## src/rtl/ncl_dual_rail_counter_link.sv

```systemverilog
// Clocked dual-rail counter driving a return-to-null 4-phase link with a dual-rail carry digit.
// Optional completion-protocol checker enabled by defining NCL_LINK_PROTOCOL_CHECK_EN.
module ncl_dual_rail_counter_link #(
  parameter int unsigned      WIDTH    = 32,
  parameter logic [WIDTH-1:0] STEP     = WIDTH'(1),
  parameter logic [WIDTH-1:0] INIT_VAL = '0
) (
  input  logic               clk,
  input  logic               init,
  input  logic               run,
  input  logic               dir,
  input  logic               out_comp,
  output logic [2*WIDTH-1:0] cnt_dr,
  output logic [1:0]         carry_dr,
  output logic               busy
`ifdef NCL_LINK_PROTOCOL_CHECK_EN
  ,
  output logic               proto_err
`endif
);

  typedef enum logic {StNull, StData} state_e;

  state_e           state_q;
  logic [WIDTH-1:0] count_q;
  logic             dir_q;

  logic [WIDTH:0]     sum_up;
  logic [WIDTH-1:0]   nxt_dn;
  logic               borrow;
  logic [2*WIDTH-1:0] data_dr;

  always_comb begin
    sum_up = {1'b0, count_q} + {1'b0, STEP};
    nxt_dn = count_q - STEP;
    borrow = count_q < STEP;
    data_dr = '0;
    for (int i = 0; i < int'(WIDTH); i++) begin
      data_dr[2*i]   = ~count_q[i];
      data_dr[2*i+1] = count_q[i];
    end
  end

`ifdef NCL_LINK_PROTOCOL_CHECK_EN
  logic out_comp_q;
`endif

  always_ff @(posedge clk) begin
    if (init) begin
      state_q  <= StNull;
      count_q  <= INIT_VAL;
      dir_q    <= 1'b0;
      cnt_dr   <= '0;
      carry_dr <= 2'b00;
      busy     <= 1'b0;
    end else begin
      unique case (state_q)
        StNull: begin
          // A still-asserted completion means the consumer has not yet seen NULL.
          if (run && !out_comp) begin
            dir_q    <= dir;
            cnt_dr   <= data_dr;
            carry_dr <= (dir ? borrow : sum_up[WIDTH]) ? 2'b10 : 2'b01;
            busy     <= 1'b1;
            state_q  <= StData;
          end
        end
        StData: begin
          if (out_comp) begin
            cnt_dr   <= '0;
            carry_dr <= 2'b00;
            busy     <= 1'b0;
            count_q  <= dir_q ? nxt_dn : sum_up[WIDTH-1:0];
            state_q  <= StNull;
          end
        end
        default: state_q <= StNull;
      endcase
    end

`ifdef NCL_LINK_PROTOCOL_CHECK_EN
    if (init) begin
      out_comp_q <= 1'b0;
      proto_err  <= 1'b0;
    end else begin
      out_comp_q <= out_comp;
      if ((state_q == StNull && out_comp && !out_comp_q) ||
          (state_q == StData && !out_comp && out_comp_q)) begin
        proto_err <= 1'b1;
      end
    end
`endif
  end

endmodule

```

## config.mk

```make
export PLATFORM = sky130hd
export DESIGN_NAME = ncl_dual_rail_counter_link
export DESIGN_NICKNAME = d
export VERILOG_FILES = /design/src/rtl/ncl_dual_rail_counter_link.sv
export SDC_FILE = /design/constraint.sdc
export NUM_CORES = 1
export LEC_CHECK = 0
export ABC_AREA = 1
export BUFFER_PORTS_ARGS = -buffer_cell sky130_fd_sc_hd__buf_4
export CORE_MARGIN = 2
export CORE_UTILIZATION = 44
export DETAILED_ROUTE_END_ITERATION = 10
export PLACE_DENSITY_LB_ADDON = 0.08
export SYNTH_ARGS = -nofsm -noshare
export SYNTH_HDL_FRONTEND = slang
export SYNTH_SLANG_ARGS = --single-unit
```

## constraint.sdc

```tcl
create_clock -name clk -period 2.21 [get_ports clk]
set_input_delay 0.663 -clock clk [delete_from_list [all_inputs] [get_ports clk]]
set_output_delay 0.663 -clock clk [all_outputs]
set_load 0.005 [all_outputs]
```

==> results.ini <==
[status]
status=finished, final reports clean

[cts]
worstSkewPairLatency_ps=390
cts_max_level=3
root_buffer=clkbuf_8
cts_hold_buf=0
cts_tree=yes
clk_path_buf_depth=2
post_cts_buffers=0
numCtsBuffers=9
clk_pin_slew_worst_paths_ps=100
cts.sinks=101
cts_resized=0

[synthesis]
avgSynthCellArea_um2=6.59
async_reset_ff_share_pct=0
yosysTopAreaCell=dfxtp_1
synth_nets=747
synth_flop_cell=dfxtp_1
synth_seq_cells=101
yosysSeqAreaShare_pct=41.5
netlist_top_cells_area=dfxtp_1 41%, nor2_1 13%, nand2_1 12%, a21oi_1 6.9%, inv_1 5.8%
synth_edf_count=0
synth_cell_types=35
synth_top_cell_area_share_pct=41.5
syn-cell-area_um2=4870
synthCells=740
yosys_warnings=0

[sta]
worst_slew_pin_slew_ps=430
finalCritPeriodShare_pct=87.2
rsz0062_at_grt=false
worst_slack_ps=284
tns_ps=0
hold_viol=0
setup_viol_count_final=0
skew_ps=9.09
fin_crit_ps=1930
slew_violations=0
finalHoldWorstSlack_ps=460
fmax_mhz=519
slew_headroom_pct=71.3

[global_routing]
grt_max_degree=37
use_met2_pct=39.6
grt_overflow=0
grtUsageMet1_pct=29.4
grt_pass1_wl_mm=22.0
use_met3_pct=5.50
grt_usage_pct=23.8
first_global_vias=4528
antenna_found_initial=0
busiest_layer=met2

[finish]
fillCellCount=1132
final_layout_size_suffix_gt1_share_pct=14.6
final_area_um2=5670
antenna_cells=0
area_growth_pct=16.3
num-nets-final=803
utilization_pct=52.3

[worst_setup_path]
cp-end-kind=register
worstSetupStartpointType=register
required_ps=2500
crit_arrival_ps=2220
cp_max_fo=5
worstSetupPathType=register to register

[route]
ant_nets=0
drt-initial-drc-count=363
dr.pass1.iters=7
viasPerCell=5.23
drc=0
dr_total_vias=4921
wire_per_inst_um=14.5
finalWirelength_mm=13.6

[floorplanning]
die_w_um=109
core_area_um2=10800
io-pin-count=72
rows=38
start_util_pct=45.0
die_h_um=109
die_area_um2=11900

[min_path]
hp-class=input port to register

[placed_design]
portBuffers=71
place_area_um2=5490
dp_hpwl_mm=10.2
place_congestion=0.963
post-place-ws_ps=295

[power]
vdd_ir_drop_max_uv=458
p_leak_nw=2.59
power.density_nw_per_um2=626

[run]
drv_cap=0

==> report_power, final <==
part	internal (W)	leakage [nW]	switching, W
clock network	0.000446	0.0930	0.000672
logic	0.000201	1.67	0.000276
registers	0.00190	0.825	0.0000500
==> registers in the layout, indices dropped and copies added (netlist names) <==
name      cells
busy          1
carry_dr      2
cnt_dr       64
count_q      32
dir_q         1
state_q       1
==> worst paths after layout <==
check | start | endpoint | slack, ps | cells after the start
max | count_q[0] | count_q[26] | 280 | 9
min | out_comp | state_q | 460 | 2
max reg2reg | count_q[0] | count_q[26] | 280 | 9
min reg2reg | cnt_dr[2] | cnt_dr[2] | 470 | 2
==> routing by layer <==
| layer | wire length [um] | vias up |
|---|---|---|
| li1 | - | 2458 |
| met1 | 5910 | 2268 |
| met2 | 6470 | 169 |
| met3 | 906 | 26 |
| met4 | 311 | 0 |
| met5 | 0 | - |
==> per-stage QoR <==
step | power [W] | instances
after CTS | 0.00359 | 941
after detailed placement | 0.00247 | 925
after global routing | 0.00372 | 941
after global placement | 0.00247 | 925
after floorplan | 0.00226 | 740
final | 0.00355 | 941
==> cell usage in the layout, fill, tap and decap left out, types with 2 or more instances in the layout <==
cell      synthesis  final
nor3_2            3      3
o211a_1           2      2
nor2_4            2      2
a211oi_1          2      2
nor3_1            6      6
nand3_1          30     30
nand3b_1          2      2
o21ai_0          54     54
inv_1            75     75
buf_12            0      2
inv_6             0      2
a21oi_1          67     67
clkinv_2          0      2
o21ai_1           2      2
nor2_1          165    164
nor2_2            7      8
buf_4             4     81
dfxtp_1         101    101
nand2_1         151    151
nand4_1          18     18
clkbuf_8          0     10
ha_1              2      2
==> kinds of logic (layout without fill, tap and decap cells) <==
| family | Yosys count | count (layout) | share of synthesized area [%] |
|---|---|---|---|
| simple gates | 389 | 389 | 33.4 |
| compound gates | 132 | 132 | 14.1 |
| buf+inv | 115 | 176 | 10.3 |
| flops | 101 | 101 | 41.5 |
| fa+ha+maj | 2 | 2 | 0.513 |
| xor+xnor | 1 | 1 | 0.180 |
==> Yosys cell counts (3+ instances only) <==
library cell,count
a21oi_1,67
clkbuf_1,15
nand4_1,18
buf_4,4
o21ai_0,54
dfxtp_1,101
nand3_1,30
buf_2,13
nand2_1,151
buf_6,5
nor2_1,165
nor2_2,7
inv_1,75
nor3_1,6
nor3_2,3
==> final cells by class <==
class	instances	area [um2]	area share, %
Clock buffer	10	138	2.43
Clock inverter	6	43.8	0.772
Inverter	77	292	5.14
Multi-Input combinational cell	524	2350	41.5
Sequential cell	101	2020	35.7
Tap cell	140	175	3.09
Timing Repair Buffer	83	648	11.4
==> critical path, stage by stage (launching register included) <==
cell     delay, ps
dfxtp_1        360
inv_1          150
ha_1           220
nand3_1        140
nor2_2         240
nand3_1        180
o21ai_0        310
nand3_1        110
nand2_1         70
nor2_1          40
Note: power is estimated with default switching activity, not from simulation.
